==> src/rtl/vga_sync_gen.sv <==
// ---------------------------------------------------------------------------
// vga_sync_gen
//
// Pixel-coordinate and VGA sync timing generator. A tick divider derives the
// pixel rate from clk. Horizontal and vertical counters advance on each pixel
// tick. hsync, vsync and video_on are decoded from the counters and then
// delayed by SYNC_DLY clocks so they line up with a downstream pixel pipeline.
//
// Ports:
//   clk         in   system clock
//   reset       in   synchronous reset, active-high
//   x           out  [10:0] horizontal count, 0..HT-1 (no added latency)
//   y           out  [10:0] vertical count, 0..VT-1 (no added latency)
//   p_tick      out  one-clk pulse every CLK_DIV clocks (pixel advance)
//   frame_start out  p_tick qualified with x == 0 and y == 0
//   hsync       out  horizontal sync, active-low, delayed SYNC_DLY clocks
//   vsync       out  vertical sync, active-low, delayed SYNC_DLY clocks
//   video_on    out  active display area, delayed SYNC_DLY clocks
// ---------------------------------------------------------------------------
module vga_sync_gen #(
    parameter int CLK_DIV  = 4,
    parameter int HD       = 640,
    parameter int HF       = 16,
    parameter int HB       = 48,
    parameter int HR       = 96,
    parameter int VD       = 480,
    parameter int VF       = 10,
    parameter int VB       = 33,
    parameter int VR       = 2,
    parameter int SYNC_DLY = 2
) (
    input  logic        clk,
    input  logic        reset,
    output logic [10:0] x,
    output logic [10:0] y,
    output logic        p_tick,
    output logic        frame_start,
    output logic        hsync,
    output logic        vsync,
    output logic        video_on
);

    localparam int HT = HD + HF + HB + HR;
    localparam int VT = VD + VF + VB + VR;

    localparam logic [3:0]  DIV_LAST     = 4'(CLK_DIV - 1);
    localparam logic [10:0] H_LAST       = 11'(HT - 1);
    localparam logic [10:0] V_LAST       = 11'(VT - 1);
    localparam logic [10:0] H_DISP       = 11'(HD);
    localparam logic [10:0] V_DISP       = 11'(VD);
    localparam logic [10:0] H_SYNC_START = 11'(HD + HF);
    localparam logic [10:0] H_SYNC_END   = 11'(HD + HF + HR - 1);
    localparam logic [10:0] V_SYNC_START = 11'(VD + VF);
    localparam logic [10:0] V_SYNC_END   = 11'(VD + VF + VR - 1);

    // Idle value of a delay stage, packed as {hsync, vsync, video_on}.
    localparam logic [2:0]  STAGE_IDLE   = 3'b110;

    logic [3:0]  div_cnt_reg;
    logic [10:0] h_reg;
    logic [10:0] v_reg;
    logic        hsync_raw;
    logic        vsync_raw;
    logic        vid_raw;
    logic [2:0]  raw_bus;

    // With CLK_DIV = 1 the divider sits at 0 == DIV_LAST, so p_tick is
    // permanently high.
    assign p_tick = (div_cnt_reg == DIV_LAST);

    always_ff @(posedge clk) begin
        if (reset || p_tick) begin
            div_cnt_reg <= 4'd0;
        end else begin
            div_cnt_reg <= div_cnt_reg + 4'd1;
        end
    end

    always_ff @(posedge clk) begin
        if (reset) begin
            h_reg <= 11'd0;
        end else if (p_tick) begin
            h_reg <= (h_reg == H_LAST) ? 11'd0 : h_reg + 11'd1;
        end
    end

    always_ff @(posedge clk) begin
        if (reset) begin
            v_reg <= 11'd0;
        end else if (p_tick && (h_reg == H_LAST)) begin
            v_reg <= (v_reg == V_LAST) ? 11'd0 : v_reg + 11'd1;
        end
    end

    assign x           = h_reg;
    assign y           = v_reg;
    assign frame_start = p_tick && (h_reg == 11'd0) && (v_reg == 11'd0);

    assign hsync_raw = !((h_reg >= H_SYNC_START) && (h_reg <= H_SYNC_END));
    assign vsync_raw = !((v_reg >= V_SYNC_START) && (v_reg <= V_SYNC_END));
    assign vid_raw   = (h_reg < H_DISP) && (v_reg < V_DISP);
    assign raw_bus   = {hsync_raw, vsync_raw, vid_raw};

    // Delay line runs every clk (not on p_tick) so the latency is measured in
    // system clocks, matching the pixel pipeline it has to line up with.
    generate
        if (SYNC_DLY == 0) begin : g_no_dly
            assign {hsync, vsync, video_on} = raw_bus;
        end else begin : g_dly
            for (genvar gi = 0; gi < SYNC_DLY; gi++) begin : g_stage
                logic [2:0] q_reg;
                logic [2:0] d;
                if (gi == 0) begin : g_first
                    assign d = raw_bus;
                end else begin : g_rest
                    assign d = g_stage[gi-1].q_reg;
                end
                always_ff @(posedge clk) begin
                    if (reset) begin
                        q_reg <= STAGE_IDLE;
                    end else begin
                        q_reg <= d;
                    end
                end
            end
            assign {hsync, vsync, video_on} = g_stage[SYNC_DLY-1].q_reg;
        end
    endgenerate

endmodule

==> config.mk <==
export PLATFORM = sky130hd
export DESIGN_NAME = vga_sync_gen
export DESIGN_NICKNAME = d
export VERILOG_FILES = /design/src/rtl/vga_sync_gen.sv
export SDC_FILE = /design/constraint.sdc
export NUM_CORES = 1
export LEC_CHECK = 0
export BUFFER_PORTS_ARGS = -buffer_cell sky130_fd_sc_hd__buf_2
export CORE_UTILIZATION = 54
export DETAILED_ROUTE_END_ITERATION = 16
export PLACE_DENSITY = 0.8
export RECOVER_POWER = 100
export SYNTH_ARGS = -nofsm -noshare
export SYNTH_HDL_FRONTEND = slang
export SYNTH_SLANG_ARGS = --single-unit
==> constraint.sdc <==
create_clock -name clk -period 2.3 [get_ports clk]
set_input_delay 0.115 -clock clk [delete_from_list [all_inputs] [get_ports clk]]
set_output_delay 0.115 -clock clk [all_outputs]
set_load 0.01 [all_outputs]
Yosys cells after proc, flatten, opt, wreduce, memory -nomap -nowiden
Index checks and enable logic that the tools add are counted.

Flip-flop bits (word level): 32. Input port bits: 2. Output and inout bits: 27. Logic and storage cells: 30.

Add/sub/neg operators: 3. Magnitude comparators: 6. Eq/ne operators: 3. Muxes and demuxes: 2. Reductions and logical operators: 11.

Operators by type and width (count): 11-bit by 1-bit adder with 11-bit output (second input constant) (2); 11-bit by 10-bit equality test with 1-bit output (second input constant) (2); 11-bit zero test (2); 11-bit two-way mux (2); 11-bit by 10-bit >= comparator with 1-bit output (second input constant) (1); 11-bit by 9-bit >= comparator with 1-bit output (second input constant) (1); 11-bit by 10-bit less-or-equal comparator with 1-bit output (second input constant) (1); 11-bit by 9-bit less-or-equal comparator with 1-bit output (second input constant) (1); 11-bit by 10-bit less-than comparator with 1-bit output (second input constant) (1); 11-bit by 9-bit less-than comparator with 1-bit output (second input constant) (1); 1-bit logical AND (6); 4-bit by 1-bit adder with 4-bit output (second input constant) (1); 4-bit by 2-bit equality test with 1-bit output (second input constant) (1); 1-bit zero test (2); 1-bit logical OR (1).

Logic depth before layout (Yosys ltp)
Depth after elaboration: 3. Gate-level depth with buffers: 7.

Least setup slack after synthesis
No wires, ideal clock.

Path type: reg2reg. From: reg h_reg[0] (netlist: x[0]). To: reg v_reg[9] (netlist: y[9]). Arrival time: 1.860 ns. Required time: 2.227 ns. Setup slack: 0.368 ns. Cell stages (with the launch flop): 7. Buffers on the path: 1. Period minus slack after synthesis: 1.932 ns. Cells stage by stage: dfxtp_1 ha_1 and3_1 clkbuf_1 nand4_2 or4_1 a21oi_1.

Longest elaborated chain between the ends: 2.

RTL lines: from (decl) (line 60) `logic [10:0] h_reg;`; from (signal assigned) (line 83) `h_reg <= (h_reg == H_LAST) ? 11'd0 : h_reg + 11'd1;`; 11-bit by 10-bit equality test with 1-bit output (line 90) `end else if (p_tick && (h_reg == H_LAST)) begin`; 1-bit logical AND (line 90); to (signal assigned) (line 91) `v_reg <= (v_reg == V_LAST) ? 11'd0 : v_reg + 11'd1;`; to (decl) (line 61) `logic [10:0] v_reg;`.

No other way between the ends. A chain may end at the register's enable or synchronous reset.

Worst setup path after layout
From: reg h_reg[1] (netlist: x[1]). To: reg v_reg[10] (netlist: y[10]).

The elaborated chain is that of the path after synthesis.

==> results.py <==
metrics = {
    "floorplan": {
        "start_util_pct": 59.4,
        "chipWidth_um": 55.4,
        "die_outline_area_sq_um": 3070,
        "die_y_um": 55.4,
        "core_area_sq_um": 2590,
        "top_level_ports": 29,
        "rows": 18,
    },
    "power": {
        "total_leakage_power_nw": 0.620,
        "power.ir.vdd_worst_mv": 0.390,
        "netSwitchingFraction_pct": 23.7,
        "power.internal_mw": 0.728,
        "combPwrFrac_pct": 4.6,
        "powerDensity_nw_per_um2": 551,
        "p_total_mw": 0.954,
        "power_frac_seq_pct": 59.5,
        "power.share.clock_pct": 36.0,
        "total_switching_power_mw": 0.226,
    },
    "timing": {
        "period_share_pct": 88.6,
        "setup_viol": 0,
        "fin_tns_setup_ps": 0,
        "finalWorstPathRequiredPeriod_ps": 2040,
        "timing_worst_slew_pin_value_ps": 422,
        "slew_headroom_pct": 71.6,
        "worst_clock_skew_ps": 6.35,
        "fin_ws_ps": 261,
        "grt_setup_unrepaired": "false",
        "fmax_mhz": 490,
        "hold_viol": 0,
        "final_number_of_max_transition_violations": 0,
    },
    "global_routing": {
        "largest_net_degree_at_the_start_of_global_routing": 17,
        "global_route_wire_length_before_repair_um": 5740,
        "grt_overflow": 0,
        "grt_util_all_layers_pct": 23.5,
        "antenna_found_initial": 0,
        "via_count_of_the_first_global_routing_pass": 1275,
    },
    "route": {
        "ant_nets": 0,
        "vias": 1416,
        "residual_drc": 0,
        "post_drt_via_cell_ratio": 5.97,
        "drt-pass1-iter-count": 4,
        "drtIter0Drc": 57,
        "postRouteWirelength_um": 3440,
        "wire_per_inst_um": 14.5,
    },
    "worst_setup_path": {
        "path_class": "reg -> reg",
        "crit_path_required_time_ps": 2570,
        "worstSetupStartpointType": "flip-flop",
        "path_cells": "ha_1 -> and3_1 -> nand4_1 -> or3_1 -> a21oi_1",
        "crit_fanout": 9,
        "crit_path_max_incr_delay_ps": 470,
        "worstSetupEndpointType": "flip-flop",
        "slowest_stage": "sky130_fd_sc_hd__or3_1",
        "worst_ep_arrival_time_ps": 2310,
    },
    "logic_synthesis": {
        "synth_area_leader_cell": "sky130_fd_sc_hd__dfxtp_1",
        "ys.flop_type": "sky130_fd_sc_hd__dfxtp_1",
        "post_synth_instance_area_sq_um": 1540,
        "synth.lib_cells_used.distinct": 35,
        "yosysWarningCount": 0,
        "syn_avg_cell_area_sq_um": 8.74,
        "synthArstFlopShare_pct": 0,
        "synth_top_cells_by_area": "sky130_fd_sc_hd__dfxtp_1 (42%), sky130_fd_sc_hd__xor2_1 (5.7%), sky130_fd_sc_hd__ha_1 (4.9%)",
        "synth-seq-area-share_pct": 41.6,
        "synth.ff_latch_count": 32,
        "synth_edf_count": 0,
        "netlist_instances": 176,
        "netlist.area_leader.share_pct": 41.6,
        "synth.net_count": 184,
    },
    "place": {
        "dpl_worst_slack_ps": 326,
        "gp_congestion": 0.864,
        "detailed_place_hpwl_um": 2400,
        "place.port_buffers": 28,
    },
    "clock_network": {
        "htreeDepth": 2,
        "clock-sinks": 32,
        "cts.clk_slew.worst_paths_ps": 100,
        "cts_setup_buffers": 0,
        "clock_insertion_delay_worst_skew_ps": 340,
        "number_of_buffers_added_to_fix_hold_violations_after_cts": 0,
        "cts_tree": "yes",
        "clockRootBuffer": "sky130_fd_sc_hd__clkbuf_4",
        "tritoncts.num_buffers": 5,
        "cts_repair_resize_count": 0,
        "max-clock-path-buffers": 2,
    },
    "final_layout": {
        "sequential_cell_area_sq_um": 641,
        "final_cell_mix": "sky130_fd_sc_hd__dfxtp_1 (32), sky130_fd_sc_hd__clkbuf_1 (29), sky130_fd_sc_hd__nor2_1 (16)",
        "layout.nets": 214,
        "num_antenna_cells": 0,
        "drive_gt1_share_pct": 6.76,
        "multi_input_comb_area_sq_um": 857,
        "relative_area_change_from_synthesis_to_final_layout_pct": 12.4,
        "fillCellCount": 250,
        "final_common_cell": "sky130_fd_sc_hd__dfxtp_1",
    },
    "worst_hold_path": {
        "timing.hold.worst.class": "in -> reg",
    },
    "status": {
        "outcome": "finished, final reports clean",
    },
    "job": {
        "max-cap-violations": 0,
    },
}
[per-layer routing]
| metal | up-vias | global-route usage, % | routed length, um |
|---|---|---|---|
| met2 | 52 | 35.8 | 1550 |
| met1 | 660 | 31.8 | 1590 |
| met4 | 0 | 7.50 | 51 |
| li1 | 698 | - | - |
| met3 | 6 | 7.26 | 252 |
| met5 | - | 0 | 0 |
[synthesized netlist by cell type, drive strengths merged, types with 2 or more instances]
library cell  number
a21oi             12
and2               2
and3               5
and4               5
clkbuf             7
dfxtp             32
ha                 6
inv                4
nand2             11
nand2b             3
nand3             10
nand4              9
nand4b             2
nor2              16
nor2b              2
nor3               3
nor3b              3
nor4               5
o21ai              8
o31ai              3
or2                2
or3                5
or4                2
xnor2              2
xor2              10
[per-stage QoR]
step / std cells / instance area (sq um) / hold slack [ps] / util (%)
2_1_floorplan: 176 / 1540 / 187 / -
3_3_place_gp: 229 / 1710 / 393 / 65.8
4_1_cts: 237 / 1770 / 116 / 68.3
5_1_grt: 237 / 1730 / 134 / 66.8
6_report: 237 / 1730 / 119 / 66.8
3_5_place_dp: 229 / 1710 / 395 / 65.8
[critical path: cells and delay by family, from the launching register on]
family / cells / cell delay (ps)
AND/OR/NAND/NOR: 3 / 1190
flip-flops: 1 / 440
adder cells (fa/ha/maj): 1 / 200
AO/OA/AOI/OAI: 1 / 140
[logic make-up after synthesis]
family                   synth area share (%)
XOR/XNOR                                 6.83
AO/OA/AOI/OAI                            10.5
buffers and inverters                    2.68
flip-flops                               41.6
AND/OR/NAND/NOR                          33.5
adder cells (fa/ha/maj)                  4.88
[power by group through the flow]
stage	Combinational, mW	Sequential, mW	Clock (mW)
floorplan	0.0287	0.580	0
global placement	0.0441	0.579	0
detailed placement	0.0456	0.580	0
CTS	0.0457	0.567	0.351
global route	0.0485	0.569	0.379
finish	0.0434	0.567	0.343
[area by class of cell]
cell class | instances | area share (%)
Sequential cell | 32 | 37.0
Clock inverter | 1 | 0.434
Clock buffer | 7 | 3.18
Inverter | 4 | 0.868
Tap cell | 30 | 2.17
Timing Repair Buffer | 30 | 6.80
Multi-Input combinational cell | 133 | 49.5
[path summary, 6_finish.rpt]
path	startpoint	endpoint	slack [ps]	cells after the start
setup / recovery	x[1]	y[10]	260	5
hold / removal	reset	x[4]	120	2
setup reg to reg	x[1]	y[10]	260	5
hold reg to reg	g_dly.g_stage[0].q_reg[1]	g_dly.g_stage[1].q_reg[1]	420	1
Power figures use the tool's default switching activity.
